File: src/rtl/ssd_display_driver_if.sv
// ssd_display_driver_if
//   Value link between the CPU top and the seven-segment driver.
//   num  : binary value to display (0..8191), driven by the CPU side
//   busy : 1 while the driver is converting num to BCD
//   bcd  : last completed BCD result {thousands,hundreds,tens,ones}
//   Modports: master = CPU side, slave = display driver.
interface ssd_display_driver_if;
    logic [12:0] num;
    logic        busy;
    logic [15:0] bcd;

    modport master (output num, input  busy, input  bcd);
    modport slave  (input  num, output busy, output bcd);
endinterface

File: src/rtl/ssd_display_driver.sv
// ssd_display_driver
//   Converts a 13-bit binary value to BCD with an iterative double-dabble
//   FSM (one bit per clock) and scans the four BCD digits onto a
//   multiplexed, active-low seven-segment display.
// Ports
//   clk    : system clock, rising edge
//   rst    : asynchronous reset, active-low
//   cpu    : slave side of ssd_display_driver_if (num in; busy, bcd out)
//   anode  : digit enables, active-low, anode[0] = ones digit
//   seg    : cathodes {g,f,e,d,c,b,a}, active-low
// Parameters
//   REFRESH_W : refresh counter width; digit advances every 2^(REFRESH_W-2) clks
//   BLANK_LZ  : 1 = blank leading zero digits (ones digit never blanked)
module ssd_display_driver #(
    parameter int unsigned REFRESH_W = 18,
    parameter bit          BLANK_LZ  = 1'b0
) (
    input  logic                     clk,
    input  logic                     rst,
    ssd_display_driver_if.slave      cpu,
    output logic [3:0]               anode,
    output logic [6:0]               seg
);

    typedef enum logic [1:0] {
        IDLE   = 2'd0,
        SHIFT  = 2'd1,
        UPDATE = 2'd2
    } state_t;

    state_t                 state_q,   state_d;
    logic [12:0]            shift_q,   shift_d;
    logic [15:0]            scratch_q, scratch_d;
    logic [12:0]            last_q,    last_d;
    logic [3:0]             bitcnt_q,  bitcnt_d;
    logic                   force_q,   force_d;
    logic                   busy_q,    busy_d;
    logic [15:0]            bcd_q,     bcd_d;
    logic [REFRESH_W-1:0]   refresh_q, refresh_d;
    logic [3:0]             anode_q,   anode_d;
    logic [6:0]             seg_q,     seg_d;

    logic [15:0]            adj;
    logic [1:0]             digit;
    logic [3:0]             nib;
    logic [3:0]             lead_zero;

    function automatic logic [6:0] seg_pattern(input logic [3:0] n);
        case (n)
            4'd0:    seg_pattern = 7'h40;
            4'd1:    seg_pattern = 7'h79;
            4'd2:    seg_pattern = 7'h24;
            4'd3:    seg_pattern = 7'h30;
            4'd4:    seg_pattern = 7'h19;
            4'd5:    seg_pattern = 7'h12;
            4'd6:    seg_pattern = 7'h02;
            4'd7:    seg_pattern = 7'h78;
            4'd8:    seg_pattern = 7'h00;
            4'd9:    seg_pattern = 7'h10;
            default: seg_pattern = 7'h7F;
        endcase
    endfunction

    // Conversion FSM next-state logic
    always_comb begin
        state_d   = state_q;
        shift_d   = shift_q;
        scratch_d = scratch_q;
        last_d    = last_q;
        bitcnt_d  = bitcnt_q;
        force_d   = force_q;
        busy_d    = busy_q;
        bcd_d     = bcd_q;

        // Add-3 correction on every BCD nibble that is 5 or more before the shift
        adj = scratch_q;
        for (int unsigned i = 0; i < 4; i++) begin
            if (scratch_q[4*i +: 4] >= 4'd5) begin
                adj[4*i +: 4] = scratch_q[4*i +: 4] + 4'd3;
            end
        end

        case (state_q)
            IDLE: begin
                if (force_q || (cpu.num != last_q)) begin
                    shift_d   = cpu.num;
                    last_d    = cpu.num;
                    scratch_d = '0;
                    bitcnt_d  = '0;
                    force_d   = 1'b0;
                    busy_d    = 1'b1;
                    state_d   = SHIFT;
                end
            end
            SHIFT: begin
                scratch_d = {adj[14:0], shift_q[12]};
                shift_d   = {shift_q[11:0], 1'b0};
                bitcnt_d  = bitcnt_q + 4'd1;
                if (bitcnt_q == 4'd12) begin
                    state_d = UPDATE;
                end
            end
            UPDATE: begin
                bcd_d   = scratch_q;
                busy_d  = 1'b0;
                state_d = IDLE;
            end
            default: begin
                state_d = IDLE;
            end
        endcase
    end

    // Display scan: outputs are registered from the current digit index and bcd
    always_comb begin
        refresh_d = refresh_q + {{(REFRESH_W-1){1'b0}}, 1'b1};
        digit     = refresh_q[REFRESH_W-1 -: 2];
        nib       = bcd_q[{digit, 2'b00} +: 4];

        // lead_zero[k]: nibbles k..3 are all zero
        lead_zero[3] = (bcd_q[15:12] == 4'd0);
        lead_zero[2] = lead_zero[3] && (bcd_q[11:8] == 4'd0);
        lead_zero[1] = lead_zero[2] && (bcd_q[7:4] == 4'd0);
        lead_zero[0] = 1'b0;

        anode_d = ~(4'b0001 << digit);
        if (BLANK_LZ && lead_zero[digit]) begin
            seg_d = 7'h7F;
        end else begin
            seg_d = seg_pattern(nib);
        end
    end

    always_ff @(posedge clk or negedge rst) begin
        if (!rst) begin
            state_q   <= IDLE;
            shift_q   <= '0;
            scratch_q <= '0;
            last_q    <= '0;
            bitcnt_q  <= '0;
            force_q   <= 1'b1;
            busy_q    <= 1'b0;
            bcd_q     <= '0;
            refresh_q <= '0;
            anode_q   <= '1;
            seg_q     <= '1;
        end else begin
            state_q   <= state_d;
            shift_q   <= shift_d;
            scratch_q <= scratch_d;
            last_q    <= last_d;
            bitcnt_q  <= bitcnt_d;
            force_q   <= force_d;
            busy_q    <= busy_d;
            bcd_q     <= bcd_d;
            refresh_q <= refresh_d;
            anode_q   <= anode_d;
            seg_q     <= seg_d;
        end
    end

    assign cpu.busy = busy_q;
    assign cpu.bcd  = bcd_q;
    assign anode    = anode_q;
    assign seg      = seg_q;

endmodule

File: src/flat_wrapper.sv
// flat-port wrapper written by rule: the top's interface ports become plain ports
module ssd_display_driver_flat 
#(
    parameter int unsigned REFRESH_W = 18,
    parameter bit          BLANK_LZ  = 1'b0
)
  (clk, rst, anode, seg, cpu_num, cpu_busy, cpu_bcd);
  ssd_display_driver_if cpu_i ();
  input  logic clk;
  input  logic rst;
  output logic [3:0] anode;
  output logic [6:0] seg;
  input wire logic [$bits(cpu_i.num)-1:0] cpu_num;
  output wire logic [$bits(cpu_i.busy)-1:0] cpu_busy;
  output wire logic [$bits(cpu_i.bcd)-1:0] cpu_bcd;
  assign cpu_i.num = cpu_num;
  assign cpu_busy = cpu_i.busy;
  assign cpu_bcd = cpu_i.bcd;
  ssd_display_driver #(.REFRESH_W(REFRESH_W), .BLANK_LZ(BLANK_LZ)) u_core (.clk(clk), .rst(rst), .cpu(cpu_i), .anode(anode), .seg(seg));
endmodule
File: config.mk
export PLATFORM = sky130hd
export DESIGN_NAME = ssd_display_driver_flat
export DESIGN_NICKNAME = d
export VERILOG_FILES = /design/src/rtl/ssd_display_driver_if.sv /design/src/rtl/ssd_display_driver.sv /design/src/flat_wrapper.sv
export SDC_FILE = /design/constraint.sdc
export NUM_CORES = 1
export LEC_CHECK = 0
export ABC_CLOCK_PERIOD_IN_PS = 2700
export CORE_ASPECT_RATIO = 0.75
export CORE_UTILIZATION = 50
export DETAILED_ROUTE_END_ITERATION = 7
export GPL_ROUTABILITY_DRIVEN = 0
export PLACE_DENSITY_LB_ADDON = 0.08
export SLEW_MARGIN = 20
export SYNTH_ARGS = -nofsm -noshare
export SYNTH_HDL_FRONTEND = slang
export SYNTH_SLANG_ARGS = --single-unit
File: constraint.sdc
create_clock -name clk -period 2.7 [get_ports clk]
set_input_delay 0.27 -clock clk [delete_from_list [all_inputs] [get_ports clk]]
set_output_delay 0.27 -clock clk [all_outputs]
set_load 0.02 [all_outputs]
==> results of run 1 <==
[per-stage QoR]
step                      util [%]  area [µm²]  power, mW  hold slack [ns]
after floorplan                  -        4510       3.95          -0.0256
after detailed placement      59.0        5080       4.75            0.342
final                         62.7        5390       5.98            0.458
after global placement        59.0        5080       4.67            0.342
after CTS                     62.7        5390       6.04            0.462
after global routing          62.7        5390       6.41            0.487
[final cells by class]
cell class | count | area share [%]
Sequential cell | 95 | 44.4
Multi-Input combinational cell | 233 | 36.3
Timing Repair Buffer | 51 | 9.52
Clock buffer | 11 | 4.51
Tap cell | 108 | 2.51
Inverter | 25 | 1.74
Clock inverter | 5 | 1.07
[sequential cells by signal (all words and copies together), names as in the netlist]
register and count:
u_core.anode 4, u_core.bitcnt_q 4, u_core.cpu.bcd 16, u_core.cpu.busy 1, u_core.force_q 1, u_core.last_q 13, u_core.refresh_q 18, u_core.scratch_q 16
u_core.seg 7, u_core.shift_q 13, u_core.state_q 2
[power by group through the flow]
stage	clock network (mW)	logic [mW]	registers [mW]
after floorplan	0	1.49	2.46
after global placement	0	2.25	2.42
after detailed placement	0	2.32	2.43
after CTS	1.31	2.33	2.41
after global routing	1.36	2.56	2.48
final	1.26	2.31	2.41
[metal layers]
metal,vias to the layer above,share of wire [%]
met5,-,0
li1,1383,-
met4,0,0.73
met2,25,43
met1,1388,54
met3,4,2.7
[synth_stat cells (all sizes together) (3+ instances only)]
master / count / area (µm²)
o21ai: 15 / 78.8
nor2: 11 / 41.3
mux4: 4 / 90.1
a22o: 12 / 105
nor3b: 7 / 52.6
mux2: 50 / 597
clkbuf: 5 / 18.8
xnor2: 23 / 201
nand4: 5 / 31.3
nand2: 22 / 82.6
buf: 7 / 47.5
dfrtp: 83 / 2080
dfstp: 12 / 315
nor3: 3 / 15.0
xor2: 6 / 52.6
o2bb2ai: 7 / 61.3
a21oi: 16 / 80.1
nand2b: 7 / 43.8
nand3: 7 / 35.0
mux2i: 3 / 30.0
ha: 16 / 200
inv: 25 / 93.8
[kinds of logic after synthesis]
group / synth area share, %
buf+inv: 3.55
fa+ha+maj: 4.44
simple gates: 7.91
flops: 53.1
compound gates: 9.44
xor+xnor: 5.64
mux: 15.9
[worst max-delay path: stages]
cell             delay (ns)
clkdlybuf4s50_1        0.45
xnor2_1                0.24
nand4_1                0.14
or4_1                  0.53
o31ai_4                0.27
buf_4                  0.23
mux2_2                 0.35
[how the worst max path moves through the flow]
stage                           from                  to  depth (start not counted)
finish                    cpu_num[1]   u_core.shift_q[5]                          7
global route              cpu_num[2]   u_core.shift_q[6]                          7
CTS                       cpu_num[1]   u_core.shift_q[5]                          7
detailed placement        cpu_num[1]   u_core.shift_q[5]                          7
global placement          cpu_num[2]   u_core.shift_q[5]                          7
floorplan           u_core.last_q[2]  u_core.shift_q[10]                          7
==> impl_metrics.toml, run 1 <==
[logic_synthesis]
synth-main-ff-cell = "dfrtp_1"
synthArstFlopShare_pct = 100
synth_cell_types = 43
netlist_area_um2 = 4510
synth-seq-cells = 95
yosys_warnings = 0
post_synth.cell_area_avg_um2 = 12.3
synth-seq-area-share_pct = 53.1
synthCells = 365
syn_nets = 396
synth_edf_count = 0

[hold_path]
min-delay-start = "u_core.refresh_q[9]"
hp-class = "flop to flop"
holdPathEnd = "u_core.refresh_q[9]"
min_path_cells = 1

[route]
vias = 2800
detail_route.vias_per_cell = 5.30
drt-total-wl_um = 8250
first_pass_iters = 6
wl_per_cell_um = 15.6
drt_iter0_drc = 142
drc_errors = 1
ant_nets = 0

[power_and_ir_drop]
switchingPower_mw = 2.03
power_frac_comb_pct = 38.6
intPower_mw = 3.95
vdd_drop_max_mv = 0.473
clockPowerShare_pct = 21.1
switching_share_pct = 33.9
power_frac_seq_pct = 40.3
p_leak_nw = 2.41
power_density_nw_per_um2 = 1110

[timing]
fin_ws_ns = 0.430
worstMarginPinSlew_ns = 0.909
setup_viol = 0
period_minus_slack_ns = 2.27
max-slew-margin-rel_pct = 39.4
setup_tns_ns = 0
rsz0062_at_grt = "no"
hold_viol_final = 0
fin_crit_sh_pct = 84.1
drv_slew = 0
fmax_mhz = 441
finClkSkew_ns = 0.00647

[placed_design]
dp_slack_ns = 0.106
placed_cells = 511
port_buffers = 42
hpwl_um = 5860

[clocking]
cts.sinks = 95
clk_pin_slew_ns = 0.06
numCtsBuffers = 9
postCtsResizedCells = 0
cts_root_buf = "clkbuf_16"
clkLatencyLatePin_ns = 0.34
clockBufferDepth = 2
cts_setup_buffers = 0
cts_tree = "yes"
cts.htree.levels = 3
cts_hold_buf = 1

[global_route]
grt_start_max_net_pins = 52
grt_first_pass_wirelength_um = 14500
top_usage_layer = "met1"
met3_usage_pct = 5.78
gr-usage-all-layers_pct = 19.9
grt_pass1_vias = 2811
grt_overflow = 0
grt_use_met2_pct = 28.1
antenna_found_initial = 0
use_met1_pct = 30.0

[critical_path]
critical_path_class = "primary input to flop"
reg2reg_depth = 6
r2r_end = "u_core.shift_q[5]"
required_ns = 2.92
end_kind = "flop"
crit-reg2reg-launch = "u_core.last_q[1]"
cp.arrival_ns = 2.49
crit_fanout = 9
startpoint_type = "primary input"
rrSetupSlack_ns = 0.46

[final_layout]
multi_input_area_um2 = 1950
area_delta_synth_final_pct = 19.6
layout_commonest_cell = "dfrtp_1"
mostFrequentLayoutCells = "83 x dfrtp_1, 41 x mux2_2, 41 x clkdlybuf4s50_1"
drive_above_1_share_pct = 22.1
final_nets = 446
diodes = 0
fin_cells = 528
nFillCells = 684
register_area_um2 = 2390

[outcome]
status = "finished, violations left"
failed_checks = "design-rule violations"

[die]
rows = 29
pin_count = 43
die_x_um = 112
core_area_um2 = 8600
initial_core_util_pct = 52.4
die_area_um2 = 9400
die_h_um = 84.2

[run]
timing.max_cap.violations = 0
(Power assumes the default switching activity.)
==> inputs of run 2 (changes only) <==
--- a/config.mk
+++ b/config.mk
@@ -5,7 +5,7 @@
 export SDC_FILE = /design/constraint.sdc
 export NUM_CORES = 1
 export LEC_CHECK = 0
-export ABC_CLOCK_PERIOD_IN_PS = 2700
+export ABC_CLOCK_PERIOD_IN_PS = 2300
 export CORE_ASPECT_RATIO = 0.75
 export CORE_UTILIZATION = 50
 export DETAILED_ROUTE_END_ITERATION = 7
==> constraint.sdc (replaced) <==
create_clock -name clk -period 2.3 [get_ports clk]
set_input_delay 0.23 -clock clk [delete_from_list [all_inputs] [get_ports clk]]
set_output_delay 0.23 -clock clk [all_outputs]
set_load 0.02 [all_outputs]
==> run 2 against run 1 <==
Net effect:
- the run still ends with design-rule violations left
- critical path depth decreased by 1
- first-iteration DRC count up 18%
- via count grew 3.8%
- sequential cell count did not move
- utilization rose by 0.89 points
- routed wire length is 3.3% higher
- clock skew is 0.0016 ns lower
- die area stayed put
- non-clock buffer count is 11 higher
- sequential share of layout area fell by 0.62 points
- global-route usage increased by 0.56 points
- critical path type is now flop to flop
- largest cell class unchanged
==> impl_metrics.toml, run 2 (synthesis results as in run 1) <==
[clocking]
clk_pin_slew_ns = 0.06
cts.htree.levels = 3
clockBufferDepth = 2
cts.sinks = 95
clkLatencyLatePin_ns = 0.34
cts_setup_buffers = 0
cts_tree = "yes"
numCtsBuffers = 9
cts_root_buf = "clkbuf_16"

[die]
pin_count = 43
rows = 29
core_area_um2 = 8600
die_h_um = 84.2
die_area_um2 = 9400
initial_core_util_pct = 52.4
die_x_um = 112

[timing]
rsz0062_at_grt = "no"
period_minus_slack_ns = 2.13
fin_ws_ns = 0.172
drv_slew = 0
finClkSkew_ns = 0.00491
hold_viol_final = 0
worstMarginPinSlew_ns = 0.910
max-slew-margin-rel_pct = 39.2
setup_viol = 0
fin_crit_sh_pct = 92.5
fmax_mhz = 470

[final_layout]
multi_input_area_um2 = 1960
largest_reg_flops = 18
drive_above_1_share_pct = 24.1
fin_cells = 539
final_util_pct = 63.5
mostFrequentLayoutCells = "83 x dfrtp_1, 41 x mux2_2, 41 x clkdlybuf4s50_1"
fin_area_um2 = 5460
diodes = 0
nFillCells = 699
top_register = "u_core.refresh_q"
area_delta_synth_final_pct = 21.3
register_area_um2 = 2390
layout_commonest_cell = "dfrtp_1"
final_nets = 457

[route]
detail_route.vias_per_cell = 5.39
wl_per_cell_um = 15.8
ant_nets = 0
vias = 2907
drt-total-wl_um = 8520
first_pass_iters = 6
drt_iter0_drc = 168
drc_errors = 1

[hold_path]
hp-class = "primary input to asynchronous set/reset pin"

[critical_path]
critical_path_class = "flop to flop"
reg2reg_depth = 6
r2r_end = "u_core.shift_q[1]"
rrSetupSlack_ns = 0.17
crit_fanout = 8
cp.arrival_ns = 2.35
required_ns = 2.53
startpoint_type = "flop"
crit-reg2reg-launch = "u_core.last_q[1]"
end_kind = "flop"

[power_and_ir_drop]
vdd_drop_max_mv = 0.518
power_frac_seq_pct = 40.3
power_frac_comb_pct = 39.8
switching_share_pct = 34.3
p_leak_nw = 2.46
intPower_mw = 4.58
clockPowerShare_pct = 19.9
switchingPower_mw = 2.39
power_density_nw_per_um2 = 1280

[placed_design]
dp_slack_ns = -0.246
hpwl_um = 6120
placed_cells = 522
placed_area_um2 = 5170
port_buffers = 42

[run]
timing.max_cap.violations = 0

[global_route]
grt_overflow = 0
antenna_found_initial = 0
grt_first_pass_wirelength_um = 14900
gr-usage-all-layers_pct = 20.4
grt_pass1_vias = 2921
grt_start_max_net_pins = 71

[outcome]
failed_checks = "design-rule violations"
status = "finished, violations left"
run 2: cell types whose count changed in the layout (fill, tap and decap cells not counted):
cell,delta
bufinv_16,-1
buf_12,+1
clkbuf_1,+1
buf_4,+10
or4_1,-1
clkinvlp_4,-2
or4_4,+1
clkbuf_8,+1
clkinv_2,+1
run 2: metal layers:
metal,vias to the layer above,track usage (%),wire [µm],share of wire [%]
li1,1406,-,-,-
met1,1450,30.3,4360,51
met2,44,29.7,3810,45
met3,7,4.91,267,3.1
met4,0,6.63,75,0.88
met5,-,0,0,0
run 2: worst max-delay path: stages, from the launching register on:
cell     delay, ns
dfrtp_1       0.39
xnor2_1       0.20
nand4_1       0.15
or4_4         0.48
o31ai_4       0.26
buf_4         0.23
mux2_4        0.31
run 2: final cells by class:
cell class,count,area share [%]
tap,108,2.47
multi-input combinational,233,35.8
clock inverter,3,0.321
sequential,95,43.8
timing repair buffer,62,11.1
clock buffer,13,4.76
inverter,25,1.72
run 2: per-stage QoR:
| step | hold slack (ns) | total power, mW | setup TNS [ns] |
|---|---|---|---|
| finish | 0.337 | 6.97 | 0 |
| global route | 0.365 | 7.43 | 0 |
| CTS | 0.342 | 7.05 | 0 |
| detailed placement | 0.168 | 5.60 | -7.11 |
| global placement | 0.161 | 5.50 | -5.44 |
| floorplan | -0.0656 | 4.64 | 0 |
run 2: worst max path at each step:
stage / from / to / slack, ns
after global placement: cpu_num[2] / u_core.shift_q[5] / -0.20
after detailed placement: cpu_num[2] / u_core.shift_q[2] / -0.25
after global routing: u_core.last_q[6] / u_core.shift_q[2] / 0.06
after floorplan: u_core.last_q[2] / u_core.shift_q[10] / 0.17
after CTS: u_core.last_q[2] / u_core.shift_q[1] / 0.05
final: u_core.last_q[1] / u_core.shift_q[1] / 0.17
run 2: what timing repair did:
action / in CTS / in global routing
gates resized for setup: 0 / 1
hold buffers: 1 / 0
setup endpoints to repair: 0 / 24
endpoints found under the hold margin: 17 / 0
run 2: power groups by stage:
| stage | Sequential [mW] | Combinational (mW) | Clock, mW |
|---|---|---|---|
| after detailed placement | 2.84 | 2.77 | 0 |
| after global routing | 2.90 | 3.05 | 1.49 |
| final | 2.81 | 2.77 | 1.39 |
| after floorplan | 2.89 | 1.75 | 0 |
| after CTS | 2.81 | 2.80 | 1.44 |
| after global placement | 2.81 | 2.69 | 0 |
==> inputs of run 3 (changes only) <==
--- a/config.mk
+++ b/config.mk
@@ -11,6 +11,7 @@
 export DETAILED_ROUTE_END_ITERATION = 7
 export GPL_ROUTABILITY_DRIVEN = 0
 export PLACE_DENSITY_LB_ADDON = 0.08
+export SKIP_LAST_GASP = 1
 export SLEW_MARGIN = 20
 export SYNTH_ARGS = -nofsm -noshare
 export SYNTH_HDL_FRONTEND = slang
==> results of run 3 <==
No change in the layout: final DEF, timing and power equal those of run 2.
